File: src/rtl/prog_loader_pkg.sv
// Shared definitions for the program loader: FSM encoding, default frame header
// and error codes, reused by the bitty top and debug logic.
package prog_loader_pkg;

    typedef enum logic [2:0] {
        StIdle,
        StCount,
        StDataHi,
        StDataLo,
        StCheck,
        StDone,
        StErr
    } state_e;

    localparam logic [7:0] HEADER_DEFAULT = 8'hA5;

    localparam logic [1:0] ERR_NONE    = 2'b00;
    localparam logic [1:0] ERR_CSUM    = 2'b01;
    localparam logic [1:0] ERR_TIMEOUT = 2'b10;

    // A count byte of 0 means 256 words; the 8-bit wrap of wcnt+1 handles that for free.
    function automatic logic last_word(input logic [7:0] wcnt, input logic [7:0] n);
        return (wcnt + 8'd1) == n;
    endfunction

endpackage

File: src/rtl/prog_loader_if.sv
// Byte-stream input and instruction-memory write / status outputs of the loader.
interface prog_loader_if;
    logic [7:0]  rx_data;
    logic        rx_valid;
    logic        mem_we;
    logic [7:0]  mem_addr;
    logic [15:0] mem_wdata;
    logic        busy;
    logic        load_done;
    logic        load_err;
    logic [1:0]  err_code;
    logic        cpu_hold;

    // master: the UART side that feeds bytes and observes the loader.
    modport master (
        output rx_data, rx_valid,
        input  mem_we, mem_addr, mem_wdata, busy, load_done, load_err, err_code, cpu_hold
    );

    modport slave (
        input  rx_data, rx_valid,
        output mem_we, mem_addr, mem_wdata, busy, load_done, load_err, err_code, cpu_hold
    );
endinterface

File: src/rtl/prog_loader_timeout.sv
// Reloadable down-counter: expired asserts once Cycles idle clocks pass without a reload.
module loader_timeout #(
    parameter int unsigned Cycles = 100000
) (
    input  logic clk,
    input  logic reset,
    input  logic enable,
    input  logic reload,
    output logic expired
);
    localparam int unsigned Width = (Cycles > 1) ? $clog2(Cycles) : 1;
    localparam logic [Width-1:0] Load = Width'(Cycles - 1);

    logic [Width-1:0] count_q;

    always_ff @(posedge clk or negedge reset) begin
        if (!reset) begin
            count_q <= Load;
        end else if (reload || !enable) begin
            count_q <= Load;
        end else if (count_q != '0) begin
            count_q <= count_q - 1'b1;
        end
    end

    // A byte arriving on the expiry edge wins over the timeout.
    assign expired = enable && !reload && (count_q == '0);

endmodule

File: src/rtl/prog_loader.sv
// Frames a UART byte stream (header, count, big-endian words, XOR checksum) into
// instruction-memory writes and holds the CPU in reset until the image verifies.
module prog_loader
    import prog_loader_pkg::*;
#(
    parameter int unsigned TIMEOUT_CYCLES = 100000,
    parameter logic [7:0]  HEADER         = HEADER_DEFAULT
) (
    input logic         clk,
    input logic         reset,
    prog_loader_if.slave bus
);
    state_e      state_q;
    logic [7:0]  n_q;
    logic [7:0]  wcnt_q;
    logic [7:0]  hi_q;
    logic [7:0]  csum_q;
    logic        mem_we_q;
    logic [7:0]  mem_addr_q;
    logic [15:0] mem_wdata_q;
    logic        busy_q;
    logic        load_done_q;
    logic        load_err_q;
    logic [1:0]  err_code_q;
    logic        cpu_hold_q;
    logic        in_frame;
    logic        expired;

    assign in_frame = (state_q == StCount) || (state_q == StDataHi) ||
                      (state_q == StDataLo) || (state_q == StCheck);

    loader_timeout #(
        .Cycles (TIMEOUT_CYCLES)
    ) u_timeout (
        .clk     (clk),
        .reset   (reset),
        .enable  (in_frame),
        .reload  (bus.rx_valid),
        .expired (expired)
    );

    always_ff @(posedge clk or negedge reset) begin
        if (!reset) begin
            state_q     <= StIdle;
            n_q         <= '0;
            wcnt_q      <= '0;
            hi_q        <= '0;
            csum_q      <= '0;
            mem_we_q    <= 1'b0;
            mem_addr_q  <= '0;
            mem_wdata_q <= '0;
            busy_q      <= 1'b0;
            load_done_q <= 1'b0;
            load_err_q  <= 1'b0;
            err_code_q  <= ERR_NONE;
            cpu_hold_q  <= 1'b1;
        end else begin
            mem_we_q <= 1'b0;
            // Address advances on the edge after the write cycle.
            if (mem_we_q) begin
                mem_addr_q <= mem_addr_q + 8'd1;
            end
            case (state_q)
                StIdle, StDone, StErr: begin
                    if (bus.rx_valid && (bus.rx_data == HEADER)) begin
                        state_q     <= StCount;
                        csum_q      <= '0;
                        wcnt_q      <= '0;
                        mem_addr_q  <= '0;
                        load_done_q <= 1'b0;
                        load_err_q  <= 1'b0;
                        err_code_q  <= ERR_NONE;
                        busy_q      <= 1'b1;
                        cpu_hold_q  <= 1'b1;
                    end
                end
                default: begin
                    if (expired) begin
                        state_q    <= StErr;
                        busy_q     <= 1'b0;
                        load_err_q <= 1'b1;
                        err_code_q <= ERR_TIMEOUT;
                    end else if (bus.rx_valid) begin
                        case (state_q)
                            StCount: begin
                                n_q     <= bus.rx_data;
                                state_q <= StDataHi;
                            end
                            StDataHi: begin
                                hi_q    <= bus.rx_data;
                                csum_q  <= csum_q ^ bus.rx_data;
                                state_q <= StDataLo;
                            end
                            StDataLo: begin
                                csum_q      <= csum_q ^ bus.rx_data;
                                mem_wdata_q <= {hi_q, bus.rx_data};
                                mem_we_q    <= 1'b1;
                                wcnt_q      <= wcnt_q + 8'd1;
                                state_q     <= last_word(wcnt_q, n_q) ? StCheck : StDataHi;
                            end
                            default: begin
                                busy_q <= 1'b0;
                                if (bus.rx_data == csum_q) begin
                                    state_q     <= StDone;
                                    load_done_q <= 1'b1;
                                    cpu_hold_q  <= 1'b0;
                                end else begin
                                    state_q    <= StErr;
                                    load_err_q <= 1'b1;
                                    err_code_q <= ERR_CSUM;
                                end
                            end
                        endcase
                    end
                end
            endcase
        end
    end

    assign bus.mem_we    = mem_we_q;
    assign bus.mem_addr  = mem_addr_q;
    assign bus.mem_wdata = mem_wdata_q;
    assign bus.busy      = busy_q;
    assign bus.load_done = load_done_q;
    assign bus.load_err  = load_err_q;
    assign bus.err_code  = err_code_q;
    assign bus.cpu_hold  = cpu_hold_q;

endmodule

File: src/flat_wrapper.sv
// flat-port wrapper written by rule: the top's interface ports become plain ports
module prog_loader_flat import prog_loader_pkg::*;
#(
    parameter int unsigned TIMEOUT_CYCLES = 100000,
    parameter logic [7:0]  HEADER         = HEADER_DEFAULT
)
  (clk, reset, bus_rx_data, bus_rx_valid, bus_mem_we, bus_mem_addr, bus_mem_wdata, bus_busy, bus_load_done, bus_load_err, bus_err_code, bus_cpu_hold);
  prog_loader_if bus_i ();
  input logic clk;
  input logic reset;
  input wire logic [$bits(bus_i.rx_data)-1:0] bus_rx_data;
  input wire logic [$bits(bus_i.rx_valid)-1:0] bus_rx_valid;
  output wire logic [$bits(bus_i.mem_we)-1:0] bus_mem_we;
  output wire logic [$bits(bus_i.mem_addr)-1:0] bus_mem_addr;
  output wire logic [$bits(bus_i.mem_wdata)-1:0] bus_mem_wdata;
  output wire logic [$bits(bus_i.busy)-1:0] bus_busy;
  output wire logic [$bits(bus_i.load_done)-1:0] bus_load_done;
  output wire logic [$bits(bus_i.load_err)-1:0] bus_load_err;
  output wire logic [$bits(bus_i.err_code)-1:0] bus_err_code;
  output wire logic [$bits(bus_i.cpu_hold)-1:0] bus_cpu_hold;
  assign bus_i.rx_data = bus_rx_data;
  assign bus_i.rx_valid = bus_rx_valid;
  assign bus_mem_we = bus_i.mem_we;
  assign bus_mem_addr = bus_i.mem_addr;
  assign bus_mem_wdata = bus_i.mem_wdata;
  assign bus_busy = bus_i.busy;
  assign bus_load_done = bus_i.load_done;
  assign bus_load_err = bus_i.load_err;
  assign bus_err_code = bus_i.err_code;
  assign bus_cpu_hold = bus_i.cpu_hold;
  prog_loader #(.TIMEOUT_CYCLES(TIMEOUT_CYCLES), .HEADER(HEADER)) u_core (.clk(clk), .reset(reset), .bus(bus_i));
endmodule
File: config.mk
export PLATFORM = sky130hd
export DESIGN_NAME = prog_loader_flat
export DESIGN_NICKNAME = d
export VERILOG_FILES = /design/src/rtl/prog_loader_pkg.sv /design/src/rtl/prog_loader_if.sv /design/src/rtl/prog_loader_timeout.sv /design/src/rtl/prog_loader.sv /design/src/flat_wrapper.sv
export SDC_FILE = /design/constraint.sdc
export NUM_CORES = 1
export LEC_CHECK = 0
export BUFFER_PORTS_ARGS = -buffer_cell sky130_fd_sc_hd__buf_4
export CAP_MARGIN = 25
export CORE_MARGIN = 2
export CORE_UTILIZATION = 63
export DETAILED_ROUTE_END_ITERATION = 10
export PLACE_DENSITY = 0.93
export SYNTH_ARGS = -nofsm -noshare
export SYNTH_HDL_FRONTEND = slang
export SYNTH_SLANG_ARGS = --single-unit
File: constraint.sdc
create_clock -name clk -period 3.85 [get_ports clk]
set_input_delay 0.385 -clock clk [delete_from_list [all_inputs] [get_ports clk]]
set_output_delay 0.385 -clock clk [all_outputs]
set_load 0.01 [all_outputs]
==> results of run 1 <==
[worst min-delay path by stage]
stage / start / end / slack [ps] / cells after the start
2_1_floorplan: reset / u_core.bus.busy$_DFFE_PN0P_ / 90 / 0
6_report: bus_rx_data[2] / u_core.bus.mem_wdata[2]$_DFFE_PN0P_ / 310 / 3
3_5_place_dp: u_core.bus.cpu_hold$_DFFE_PN1P_ / u_core.bus.cpu_hold$_DFFE_PN1P_ / 460 / 2
4_1_cts: reset / u_core.u_timeout.count_q[13]$_DFFE_PN0P_ / 240 / 1
5_1_grt: bus_rx_data[1] / u_core.bus.mem_wdata[1]$_DFFE_PN0P_ / 320 / 3
3_3_place_gp: u_core.hi_q[3]$_DFFE_PN0P_ / u_core.bus.mem_wdata[11]$_DFFE_PN0P_ / 450 / 2
[registers in the layout, summed over array words and instances, names as in the netlist, 2 cells and up]
signal                    flops
u_core.n_q                    8
u_core.bus.mem_addr           8
u_core.hi_q                   8
u_core.bus.mem_wdata         16
u_core.csum_q                 8
u_core.state_q                3
u_core.u_timeout.count_q     17
u_core.bus.err_code           2
u_core.wcnt_q                 8
[kinds of logic (layout without fill, tap and decap cells)]
kind of cell               count (synthesis)  in the layout  synth area share, %
and+or+nand+nor                          175            175                20.50
DFF                                       83             83                51.59
AOI/OAI and AO/OA                         79             79                11.11
xor gates and xnor gates                  38             38                8.212
buffers and inverters                     23             67                2.408
muxes                                     18             18                4.940
adders and majority gates                  4              4                1.235
[placed cells by master (no fill, tap or decap), types with 4 or more instances in the layout]
cell type	Yosys	routed
sky130_fd_sc_hd__dfstp_2	11	11
sky130_fd_sc_hd__o31ai_1	5	5
sky130_fd_sc_hd__and3_1	7	7
sky130_fd_sc_hd__a31oi_1	4	4
sky130_fd_sc_hd__or4_1	6	6
sky130_fd_sc_hd__xnor2_1	11	11
sky130_fd_sc_hd__or3_1	7	7
sky130_fd_sc_hd__buf_4	0	43
sky130_fd_sc_hd__nor2_1	27	27
sky130_fd_sc_hd__inv_1	6	6
sky130_fd_sc_hd__nor4_1	5	5
sky130_fd_sc_hd__ha_1	4	4
sky130_fd_sc_hd__nand2_1	85	85
sky130_fd_sc_hd__nand4_1	7	7
sky130_fd_sc_hd__clkbuf_8	0	9
sky130_fd_sc_hd__dfrtp_1	72	72
sky130_fd_sc_hd__nor3_1	6	6
sky130_fd_sc_hd__xor2_1	27	27
sky130_fd_sc_hd__mux2_2	16	16
sky130_fd_sc_hd__nand3b_1	4	4
sky130_fd_sc_hd__nand3_1	11	11
sky130_fd_sc_hd__a21oi_1	33	33
sky130_fd_sc_hd__o211ai_1	5	5
sky130_fd_sc_hd__o21ai_0	24	24
[worst reg2reg max path: stages (launching register included)]
cell and delay, ps:
sky130_fd_sc_hd__dfrtp_1 560, sky130_fd_sc_hd__and3b_1 590, sky130_fd_sc_hd__nand2_1 130, sky130_fd_sc_hd__buf_4 250, sky130_fd_sc_hd__inv_1 560, sky130_fd_sc_hd__a21oi_1 250
sky130_fd_sc_hd__o21ai_0 250, sky130_fd_sc_hd__o31ai_1 90
[per-stage QoR]
stage / util, % / hold slack (ps)
after global routing: 74.47 / 323.3
after CTS: 73.87 / 238.4
after detailed placement: 70.04 / 458.7
after global placement: 70.04 / 448.6
after floorplan: - / 89.41
final: 74.47 / 308.1
[per-layer routing]
| layer | vias up | track usage, % | share of wire (%) |
|---|---|---|---|
| li1 | 1537 | - | - |
| met3 | 29 | 5.703 | 6.3 |
| met5 | - | 0 | 0 |
| met2 | 137 | 47.62 | 51 |
| met1 | 1611 | 35.62 | 40 |
| met4 | 0 | 9.971 | 2.6 |
[report_power, final]
| group | total [mW] | switching, mW | internal, mW | leakage [nW] |
|---|---|---|---|---|
| combinational | 0.908 | 0.482 | 0.426 | 0.931 |
| sequential | 1.38 | 0.252 | 1.12 | 1.02 |
| clock | 0.744 | 0.314 | 0.430 | 0.119 |
| total | 3.03 | 1.05 | 1.98 | 2.07 |
[cell type report]
| cell class | count | area, um2 | area share [%] |
|---|---|---|---|
| Inverter | 6 | 22.52 | 0.4818 |
| Sequential cell | 83 | 2091 | 44.73 |
| Timing Repair Buffer | 45 | 360.3 | 7.709 |
| Tap cell | 77 | 96.34 | 2.061 |
| Clock buffer | 9 | 123.9 | 2.650 |
| Clock inverter | 7 | 116.4 | 2.489 |
| Multi-Input combinational cell | 314 | 1864 | 39.88 |
[repair_timing]
item                                    4_1_cts  5_1_grt
endpoints found under the setup margin        0        0
hold endpoints to repair                      0        5
hold buffers                                  0        1
==> impl_summary.md, run 1 <==
Routing
The detailed router finished its first iteration with ~260 violations. The number of iterations in the first detailed-routing pass is 5. The routed layout has approximately 3,300 vias.

The via count normalized by instance count is ~6.1. In the final routed layout, each cell accounts on average for around 17 um. The number of nets with antenna violations after routing is 0.

The final wirelength is 9.265 mm. For this run, design rule violations remaining after detail routing come to 0.

Global route
The via count of the first global-routing pass is between 3,000 and 4,000. The total routing usage reported by global routing is roughly 28%. Entering global routing, the biggest net connects 84 pins. The first global-routing pass estimated 15.68 mm of wire.

The number of antenna violations at the first check in global routing is 0. The total global routing overflow is 0.

Place
The area of placed instances is between 4000 and 5000 um2. Port buffering added a little over 40 buffers. Including well taps, the total number of placed cells is between 500 and 600. At the placement stage, the worst setup path has a slack of around 1100 ps.

Once detailed placement completed, the half-perimeter wirelength came to about 6 mm. Routability-driven placement finished with a final weighted congestion of between 0.9 and 1.

Synthesis
The flip-flop and latch count after synthesis is 83. sky130_fd_sc_hd__nand2_1 is the most common cell in the netlist. Ranked by total cell area, the synthesized netlist is headed by sky130_fd_sc_hd__dfrtp_1 (44%), sky130_fd_sc_hd__nand2_1 (7.9%), sky130_fd_sc_hd__dfstp_2 (7.1%). Sequential elements use roughly 52% of the synthesized area. The area fraction of the dominant cell type after synthesis is between 40 and 50%. The cell accounting for the most synthesized area is sky130_fd_sc_hd__dfrtp_1. Synthesis instantiated 41 different standard cells from the library. The number of nets handed over by synthesis was 435. Yosys printed 0 warnings. Ranked by instance count, the synthesized netlist is headed by sky130_fd_sc_hd__nand2_1 (85), sky130_fd_sc_hd__dfrtp_1 (72), sky130_fd_sc_hd__a21oi_1 (33), sky130_fd_sc_hd__nor2_1 (27), sky130_fd_sc_hd__xor2_1 (27).

The synthesized netlist occupies a cell area of 4053 um2. Averaged over all synthesized cells, the footprint is 9.649 um2. In this run, synthesis inferred 0 flip-flops with an integrated enable. The dominant register cell in the synthesized netlist is sky130_fd_sc_hd__dfrtp_1. After technology mapping, the gate count stands at 420. The fraction of synthesis flops using an asynchronous set or reset pin is 100.0%.

Floorplan
The core region is around 6300 um2. The die is 84.21 um tall. The die covers between 7000 and 8000 um2. For this configuration, the core starts out at a cell density of between 60 and 70%. Pin placement for this block handled between 40 and 50 I/O pins. In this run the horizontal extent of the chip is 84.21 um. The total number of placement rows is 29.

Critical path
The endpoint of the worst setup timing path is u_core.wcnt_q[3]$_DFFE_PN0P_. The start point of the critical path is u_core.state_q[1]$_DFFE_PN0P_. The setup slack of the most critical reg-to-reg path is about 1000 ps. The data required time at the worst endpoint is between 4000 and 5000 ps.

The endpoint of the lowest-slack register-to-register path is u_core.wcnt_q[3]$_DFFE_PN0P_. The critical path runs through a total of 7 cells. In this run the worst path has a maximum fanout of 28. At the worst endpoint, the arrival time is roughly 3000 ps. The family with the most delay on the worst path is buffers and inverters. The capturing element type of the critical path is a register. The stage delay of the slowest cell on the critical path is ~590 ps. The critical path goes through and3b_1 > nand2_1 > buf_4 > inv_1 > a21oi_1 > o21ai_0 > o31ai_1. The startpoint identified for the worst register-to-register timing path is u_core.state_q[1]$_DFFE_PN0P_. STA classifies the critical path startpoint as a register. The number of cells on the worst reg-to-reg path is 7. The buffers plus inverters on the worst setup path is 2. Among all stages on the critical path, the largest delay is contributed by sky130_fd_sc_hd__and3b_1.

The setup path with the least slack is of type register to register.

Finish
0 antenna diodes ended up in the layout. Summing all non-filler instances in the final layout gives an area of ~4700 um2. The layout net count is about 470. In the final layout, the share of cells above drive strength 1 is about 19%.

Relative to the synthesized area, the layout overhead comes to 15.34%. Counting the fill cells in the layout gives 435. Leaving out filler cells and counting taps, the final layout contains between 500 and 600.

Clock network
The insertion delay to the later sink of the worst-skew pair is 350 ps. After clock tree synthesis, the repair step resized 0 gates. The tree built by TritonCTS fans out to a little over 80 sinks. The maximum root-to-sink buffer count is 2.

TritonCTS built the clock tree. The tree is rooted in a sky130_fd_sc_hd__clkbuf_8. The deepest level of the CTS H-tree is 3. The clock input transition at the sequential cells of the worst setup and hold paths is 90 ps. The number of buffers inserted to repair setup after CTS is 0.

Clock tree synthesis inserted a total of 9 buffers.

Timing
The minimum period implied by the final worst setup slack is around 2800 ps. Dividing the final minimum period by the clock period gives between 70 and 80%. The transition time of the tightest slew-check pin is 908.0 ps. Once routing completed, OpenROAD measured the worst setup slack at 1042 ps. The setup TNS after final layout is 0 ps. For the final database, setup skew stands at approximately 15 ps. The hold violation total from the final report is 0. Setup repair after global routing left no endpoint under its margin.

The setup-violating endpoint count in the final report is 0. Timing would allow up to about 360 MHz. The final count of pins violating max slew is 0.

The worst-case headroom to the max-slew limit is around 40%.

Outcome
The flow ran to the end, and the final reports show no timing, DRC or antenna violations.

Worst hold path
The classification of the worst-slack hold path is input pin to register.

Power
The peak supply drop is between 0.4 and 0.5 mV. Summed over all cells, the static leakage comes to between 2 and 2.5 nW. The total power is ~3.0 mW. For this design the ratio of total power to cell area is 647.8 nW/um2.

Flow run
The max-cap violation count is 0.
No activity file was read; power rests on OpenSTA's default activity.
==> run 2, diff against run 1 <==
--- a/config.mk
+++ b/config.mk
@@ -8,9 +8,9 @@
 export BUFFER_PORTS_ARGS = -buffer_cell sky130_fd_sc_hd__buf_4
 export CAP_MARGIN = 25
 export CORE_MARGIN = 2
-export CORE_UTILIZATION = 63
+export CORE_UTILIZATION = 59
 export DETAILED_ROUTE_END_ITERATION = 10
-export PLACE_DENSITY = 0.93
+export PLACE_DENSITY = 0.89
 export SYNTH_ARGS = -nofsm -noshare
 export SYNTH_HDL_FRONTEND = slang
 export SYNTH_SLANG_ARGS = --single-unit
==> constraint.sdc (replaced) <==
create_clock -name clk -period 2.6 [get_ports clk]
set_input_delay 0.26 -clock clk [delete_from_list [all_inputs] [get_ports clk]]
set_output_delay 0.26 -clock clk [all_outputs]
set_load 0.01 [all_outputs]
==> run 2 against run 1 <==
  * Via count is essentially flat
  * Clock power grew 38%
  * Combinational power grew 46%
  * Register-to-register slack lost 630 ps
  * Worst setup slack lost 630 ps
  * Utilization shrank 4.4 points
  * Cell count grew 1.7%
  * Clock skew shrank 2.0 ps
  * Fmax grew 28%
  * Count of clock-buffer cells in the layout is the same
  * Total power grew 45%
  * Sequential share of layout area shrank 0.31 points
  * Critical path type unchanged
  * Critical endpoint is now u_core.state_q[1]$_DFFE_PN0P_
  * Largest power group unchanged
  * Highest routed layer unchanged
==> impl_summary.md, run 2 (synthesis gave the netlist of run 1 again) <==
Floorplan
The die outline height is 86.88 um (was 84.21 um). The overall die width came to 86.88 um (was 84.21 um). The number of I/O pins is 42 (unchanged). The initial core utilization is 60.32% (was 64.56%).

The placeable core area is 6719 um2 (was 6277 um2). The total number of placement rows was 30 (was 29). The overall die area is 7548 um2 (was 7090 um2).

Timing
The worst-case headroom to the max-slew limit is 44.48% (was 39.31%). The setup TNS after final layout came to 0 ps (unchanged). The setup-violating endpoint count in the final report was 0 (unchanged).

The maximum clock skew at final layout came to 13.26 ps (was 15.25 ps). Unrepaired setup endpoints after global routing: false (unchanged). The part of the cycle the worst path needs was 84.11% (was 72.93%).

The maximum clock rate was 457.3 MHz (was 356.2 MHz). The minimum period implied by the final worst setup slack came to 2187 ps (was 2808 ps). The transition time of the tightest slew-check pin is 825.2 ps (was 908.0 ps). The final count of pins violating max slew is 0 (unchanged). The hold violation total from the final report is 0 (unchanged).

Global route
The total routing usage reported by global routing is 24.91% (was 27.91%). The pin count of the biggest net entering global routing was 84 (unchanged). The total global routing overflow is 0 (unchanged). The first-pass GRT wire length is 14.69 mm (was 15.68 mm). The number of antenna violations at the first check in global routing was 0 (unchanged).

The via count of the first global-routing pass is 3,146 (was 3,259).

Finish
The flip-flop count of the largest register after layout is 17 (unchanged). The non-filler instance count after layout is 550 (was 541). The fill cell instance count of the final layout is 505 (was 435).

The count of inserted antenna diode cells is 0 (unchanged). The top register by number of flip-flops is u_core.u_timeout.count_q (unchanged). The most frequent standard cell in the layout excluding fill and tap cells is sky130_fd_sc_hd__nand2_1 (unchanged). The layout net count is 480 (was 474). The share of layout cells above drive strength 1 is 20.43% (was 19.40%). The summed area of non-filler cells in the final layout was 4707 um2 (was 4674 um2). The synthesis-to-layout area growth is 16.15% (was 15.34%). Leading cell types in the layout, fill and taps excluded: sky130_fd_sc_hd__nand2_1 (85), sky130_fd_sc_hd__dfrtp_1 (72), sky130_fd_sc_hd__buf_4 (49) (was sky130_fd_sc_hd__nand2_1 (85), sky130_fd_sc_hd__dfrtp_1 (72), sky130_fd_sc_hd__buf_4 (43)).

Routing
The detailed-route wire length per cell was 16.31 um (was 17.13 um). The detailed-routed wire length on met3 is 501 um (was 584 um). The initial detailed-routing violation count is 247 (was 261).

The final wirelength is 8.973 mm (was 9.265 mm). The number of iterations in the first detailed-routing pass is 5 (unchanged). The uppermost layer routed is met4 (unchanged).

The number of nets with antenna violations after routing is 0 (unchanged). The post-detailed-route DRC marker count is 0 (unchanged). The via count of the routed design is 3,311 (was 3,314). The met1 wire length came to 3.761 mm (was 3.735 mm). The via count normalized by instance count came to 6.020 (was 6.126). The detailed route wirelength on metal2 is 4.469 mm (was 4.700 mm).

Critical path
The data required time at the worst endpoint came to 2820 ps (was 4080 ps). The startpoint kind of the worst setup timing path is a register (unchanged). The beginning of the worst register-to-register path was u_core.wcnt_q[0]$_DFFE_PN0P_ (was u_core.state_q[1]$_DFFE_PN0P_).

The class of the most critical setup path is register to register (unchanged). The capturing element type of the critical path is a register (unchanged). The maximum net fanout on the critical path is 6 (was 28).

The data arrival time of the worst path is 2410 ps (was 3030 ps). The start point of the critical path is u_core.wcnt_q[0]$_DFFE_PN0P_ (was u_core.state_q[1]$_DFFE_PN0P_).

Worst hold path
The source of the worst hold timing path is bus_rx_data[1] (was bus_rx_data[2]). The classification of the worst-slack hold path is input pin to register (unchanged).

Clock network
The number of buffers inserted during clock tree synthesis is 9 (unchanged). The deepest level of the CTS H-tree came to 3 (unchanged). The clock input transition at the sequential cells of the worst setup and hold paths is 90 ps (about the same).

The total of cells resized after clock tree synthesis came to 0 (unchanged). The buffer type at the clock tree root is sky130_fd_sc_hd__clkbuf_8 (unchanged). The insertion delay to the later sink of the worst-skew pair is 360 ps (was 350 ps). The clock sink total is 83 (unchanged).

The maximum root-to-sink buffer count is 2 (unchanged). The clock tree from TritonCTS is yes (unchanged). The number of buffers inserted to repair setup after CTS is 0 (unchanged).

Place
The number of cells in the design after placement is 532 (was 523). The placed wire-length estimate after detailed placement was 6.115 mm (was 6.103 mm). The total of buffers placed on input and output ports came to 41 (unchanged).

The area of placed instances was 4446 um2 (was 4397 um2). The global placer's final weighted congestion is 0.8850 (was 0.9023).

Power
The power per cell area is 932.7 nW/um2 (was 647.8 nW/um2). The static leakage power is 2.083 nW (was 2.069 nW). The peak supply drop is 0.6388 mV (was 0.4510 mV).

Flow run
The max-cap violation count is 0 (unchanged).

Outcome
Result of the run: complete, no violations (unchanged).
==> run 2: cell types whose count changed in the layout (fill, tap and decap cells not counted), sizes merged <==
cell	before	now
clkinvlp	1	3
clkinv	3	1
bufinv	3	2
buf	44	50
inv	6	7
==> run 2: per-layer routing <==
layer | vias up | GRT usage [%]
met5 | - | 0
met4 | 0 | 11.93
met3 | 25 | 3.602
met2 | 137 | 40.32
met1 | 1596 | 33.16
li1 | 1553 | -
==> run 2: worst paths after layout <==
kind	to	cells after the start	slack [ps]
hold reg to reg	u_core.bus.mem_wdata[14]$_DFFE_PN0P_	2	470
setup reg to reg	u_core.state_q[1]$_DFFE_PN0P_	6	410
min in group asynchronous	u_core.u_timeout.count_q[6]$_DFFE_PN0P_	2	330
max in group asynchronous	u_core.u_timeout.count_q[15]$_DFFE_PN1P_	3	1640
setup / recovery	u_core.state_q[1]$_DFFE_PN0P_	6	410
hold / removal	u_core.bus.mem_wdata[1]$_DFFE_PN0P_	3	160
==> run 2: timing repair <==
item,CTS,global route
hold endpoints to repair,0,20
setup endpoints to repair,0,0
hold buffers,0,1
==> run 2: layout make-up <==
cell class / count / area, um2 / area share [%]
clock buffers: 9 / 123.9 / 2.632
clock inverters: 7 / 100.1 / 2.127
inverters: 6 / 22.52 / 0.4785
multi-input cells: 314 / 1864 / 39.61
flip-flops and latches: 83 / 2091 / 44.42
well taps: 80 / 100.1 / 2.127
repair buffers: 51 / 405.4 / 8.612
==> run 2: through the flow <==
stage	total power, mW	util, %	hold slack [ps]	worst slack (ps)
6_report	4.390	70.06	159.5	413.1
5_1_grt	4.634	70.06	187.5	312.6
4_1_cts	4.392	69.50	114.8	434.4
3_5_place_dp	3.348	66.16	449.5	494.9
3_3_place_gp	3.248	66.16	445.0	594.9
2_1_floorplan	2.812	-	-35.59	647.8
==> run 2: critical path, stage by stage, from the launching register on <==
cell and delay (ps):
sky130_fd_sc_hd__dfrtp_1 470, sky130_fd_sc_hd__ha_1 300, sky130_fd_sc_hd__and3_1 250, sky130_fd_sc_hd__xnor2_1 130
sky130_fd_sc_hd__or4_1 520, sky130_fd_sc_hd__o41ai_1 270, sky130_fd_sc_hd__o21ai_0 110
==> run 2: report_power, final <==
group	switching [mW]	internal (mW)
clock network	0.488	0.545
registers	0.362	1.66
logic	0.688	0.642
==> run 3, diff against run 2 <==
--- a/config.mk
+++ b/config.mk
@@ -8,9 +8,9 @@
 export BUFFER_PORTS_ARGS = -buffer_cell sky130_fd_sc_hd__buf_4
 export CAP_MARGIN = 25
 export CORE_MARGIN = 2
-export CORE_UTILIZATION = 59
+export CORE_UTILIZATION = 53
 export DETAILED_ROUTE_END_ITERATION = 10
-export PLACE_DENSITY = 0.89
+export PLACE_DENSITY = 0.85
 export SYNTH_ARGS = -nofsm -noshare
 export SYNTH_HDL_FRONTEND = slang
 export SYNTH_SLANG_ARGS = --single-unit
==> constraint.sdc (replaced) <==
create_clock -name clk -period 1.8 [get_ports clk]
set_input_delay 0.18 -clock clk [delete_from_list [all_inputs] [get_ports clk]]
set_output_delay 0.18 -clock clk [all_outputs]
set_load 0.01 [all_outputs]
==> run 3 against run 2 <==
  * The run now ends with setup timing left
  * Clock skew decreased by 4.1 ps
  * Worst setup slack got worse by 640 ps
  * Global-route usage decreased by 0.087 points
  * Clock power increased by 33%
  * Sequential cell count unchanged
  * Via count increased by 9.6%
  * Largest cell class unchanged
==> impl_summary.md, run 3 (synthesis gave the netlist of run 1 again) <==
Outcome
Result of the run: finished, violations left (was complete, no violations). The final reports fail on setup timing.

Finish
The non-filler instance count after layout is 631 (was 550). Leading cell types in the layout, fill and taps excluded: sky130_fd_sc_hd__buf_4 (108), sky130_fd_sc_hd__nand2_1 (85), sky130_fd_sc_hd__dfrtp_1 (71) (was sky130_fd_sc_hd__nand2_1 (85), sky130_fd_sc_hd__dfrtp_1 (72), sky130_fd_sc_hd__buf_4 (49)). The most frequent standard cell in the layout excluding fill and tap cells is sky130_fd_sc_hd__buf_4 (was sky130_fd_sc_hd__nand2_1). The synthesis-to-layout area growth is 33.28% (was 16.15%). The top register by number of flip-flops was u_core.u_timeout.count_q (unchanged).

The flip-flop count of the largest register after layout came to 17 (unchanged). The layout net count is 542 (was 480). The fill cell instance count of the final layout is 502 (was 505). The share of layout cells above drive strength 1 is 36.28% (was 20.43%). The summed area of non-filler cells in the final layout is 5401 um2 (was 4707 um2). The count of inserted antenna diode cells came to 0 (unchanged).

Routing
The number of nets with antenna violations after routing was 0 (unchanged). The final wirelength was 10.83 mm (was 8.973 mm). The number of iterations in the first detailed-routing pass is 5 (unchanged). The via count normalized by instance count is 5.750 (was 6.020). The post-detailed-route DRC marker count is 0 (unchanged). The via count of the routed design is 3,628 (was 3,311). The initial detailed-routing violation count came to 336 (was 247).

The detailed-route wire length per cell is 17.16 um (was 16.31 um).

Worst hold path
The classification of the worst-slack hold path was input pin to register (unchanged).

Power
The net switching fraction of the power is 35.54% (was 35.03%). The static leakage power is 2.447 nW (was 2.083 nW). The proportion of power drawn by the clock network is 20.8% (was 23.5%). The peak supply drop is 0.9924 mV (was 0.6388 mV). The sequential fraction of design power was 43.7% (was 46.2%).

The internal power summed over all cells was 4.242 mW (was 2.852 mW). The combinational cell fraction of total power came to 35.4% (was 30.3%). The power per cell area is 1218 nW/um2 (was 932.7 nW/um2). The total power was 6.581 mW (was 4.390 mW). The switching power was 2.339 mW (was 1.538 mW).

Global route
The via count of the first global-routing pass is 3,525 (was 3,146). The total routing usage reported by global routing was 24.82% (was 24.91%). The number of antenna violations at the first check in global routing is 0 (unchanged). The first-pass GRT wire length was 16.53 mm (was 14.69 mm).

The pin count of the biggest net entering global routing is 39 (was 84). The total global routing overflow is 0 (unchanged).

Place
The number of cells in the design after placement is 603 (was 532). The placed wire-length estimate after detailed placement came to 6.853 mm (was 6.115 mm). The worst slack after detailed placement is -152.8 ps (was 494.9 ps). The total of buffers placed on input and output ports is 41 (unchanged).

The area of placed instances is 4892 um2 (was 4446 um2). The global placer's final weighted congestion is 0.8516 (was 0.8850).

Flow run
The max-cap violation count is 0 (unchanged).

Timing
The maximum clock skew at final layout was 9.114 ps (was 13.26 ps). The transition time of the tightest slew-check pin came to 484.7 ps (was 825.2 ps). The maximum clock rate came to 493.7 MHz (was 457.3 MHz). The setup-violating endpoint count in the final report came to 19 (was 0).

Unrepaired setup endpoints after global routing: true (was false). The final count of pins violating max slew is 0 (unchanged). The post-route worst setup slack is -225.6 ps (was 413.1 ps). The hold violation total from the final report was 0 (unchanged). The part of the cycle the worst path needs was 112.5% (was 84.11%). The minimum period implied by the final worst setup slack came to 2026 ps (was 2187 ps). The worst-case headroom to the max-slew limit is 67.69% (was 44.48%).

Clock network
The deepest level of the CTS H-tree was 3 (unchanged). The buffer type at the clock tree root is sky130_fd_sc_hd__clkbuf_8 (unchanged). The insertion delay to the later sink of the worst-skew pair is 360 ps (about the same).

The clock sink total is 83 (unchanged). The maximum root-to-sink buffer count is 2 (unchanged). The clock tree from TritonCTS is yes (unchanged). The clock input transition at the sequential cells of the worst setup and hold paths is 90 ps (about the same). The number of buffers inserted during clock tree synthesis came to 9 (unchanged).

Critical path
The library cell contributing the largest single delay on the critical path is sky130_fd_sc_hd__or4_1 (unchanged). The capturing element type of the critical path is a register (unchanged). The buffers plus inverters on the worst setup path was 1 (was 0).

The family with the most delay on the worst path is simple AND/OR/NAND/NOR gates (unchanged). Cell Chain, Critical Path: nor4_4 > nand3b_1 > buf_4 > or4_1 > a21oi_1 (was ha_1 > and3_1 > xnor2_1 > or4_1 > o41ai_1 > o21ai_0). The class of the most critical setup path is register to register (unchanged). The maximum net fanout on the critical path is 4 (was 6). The data arrival time of the worst path is 2320 ps (was 2410 ps). The startpoint kind of the worst setup timing path is a register (unchanged). The stage delay of the slowest cell on the critical path came to 470 ps (was 520 ps). The data required time at the worst endpoint is 2090 ps (was 2820 ps).

Floorplan
The overall die width came to 91.45 um (was 86.88 um). The total number of placement rows is 31 (was 30). The placeable core area came to 7331 um2 (was 6719 um2).

The die outline height is 91.45 um (was 86.88 um). The number of I/O pins came to 42 (unchanged). The initial core utilization was 55.28% (was 60.32%).

The overall die area was 8362 um2 (was 7548 um2).
==> run 3: cell types whose count changed in the layout (fill, tap and decap cells not counted), moves of 3 or more <==
cell,previous run,this run
sky130_fd_sc_hd__or4_4,0,5
sky130_fd_sc_hd__or4_1,6,1
sky130_fd_sc_hd__nor3_1,6,3
sky130_fd_sc_hd__o21ai_0,24,19
sky130_fd_sc_hd__and3_1,7,4
sky130_fd_sc_hd__buf_4,49,108
sky130_fd_sc_hd__buf_6,0,3
sky130_fd_sc_hd__and3_4,0,3
sky130_fd_sc_hd__nor4_1,5,2
==> run 3: what timing repair did <==
item,4_1_cts,5_1_grt
resized for setup,16,34
hold buffers,1,0
hold endpoints to repair,25,0
setup endpoints to repair,15,32
setup buffers,3,8
pin swaps,3,11
==> run 3: routing by layer <==
layer	wire [um]	global-route usage, %	up-vias
met5	0	0	-
met1	4455	29.99	1801
met2	5500	43.20	128
li1	-	-	1671
met3	498	4.813	28
met4	376	10.35	0
==> run 3: worst register-to-register path, stage by stage (launching register included) <==
cell                       delay (ps)
sky130_fd_sc_hd__dfrtp_1          460
sky130_fd_sc_hd__nor4_4           420
sky130_fd_sc_hd__nand3b_1         260
sky130_fd_sc_hd__buf_4            210
sky130_fd_sc_hd__or4_1            470
sky130_fd_sc_hd__a21oi_1          130
==> run 3: power groups by stage <==
stage	combinational, mW	clock (mW)	sequential, mW
2_1_floorplan	1.20	0	2.89
3_3_place_gp	2.15	0	2.84
3_5_place_dp	2.23	0	2.88
4_1_cts	2.26	1.37	2.86
5_1_grt	2.56	1.47	2.95
6_report	2.33	1.37	2.88
==> run 3: through the flow <==
step,util [%],hold slack (ps),TNS (ps)
finish,73.68,79.51,-1740
detailed placement,66.73,177.2,-671.0
floorplan,-,-115.6,-140.6
global placement,66.73,169.9,-130.3
CTS,70.58,76.52,-206.8
global route,73.68,83.89,-2458
==> run 3: worst paths after layout <==
kind	start	end	slack, ps	depth (start not counted)
hold / removal	bus_rx_data[1]	u_core.bus.mem_wdata[1]$_DFFE_PN0P_	80	3
min in group asynchronous	reset	u_core.bus.mem_wdata[0]$_DFFE_PN0P_	310	2
hold reg to reg	u_core.hi_q[3]$_DFFE_PN0P_	u_core.bus.mem_wdata[11]$_DFFE_PN0P_	480	2
max in group asynchronous	reset	u_core.state_q[2]$_DFFE_PN0P_	920	3
setup reg to reg	u_core.u_timeout.count_q[8]$_DFFE_PN0P_	u_core.u_timeout.count_q[14]$_DFFE_PN0P_	-230	5
setup / recovery	u_core.u_timeout.count_q[8]$_DFFE_PN0P_	u_core.u_timeout.count_q[14]$_DFFE_PN0P_	-230	5
==> run 3: layout make-up <==
type                    instances  area [um2]  share of cell area (%)
well taps                      99       123.9                   2.293
inverters                       6       22.52                  0.4170
clock inverters                 7       76.32                   1.413
clock buffers                   9       123.9                   2.293
flip-flops and latches         83        2092                   38.73
multi-input cells             314        2088                   38.66
repair buffers                113       874.6                   16.19
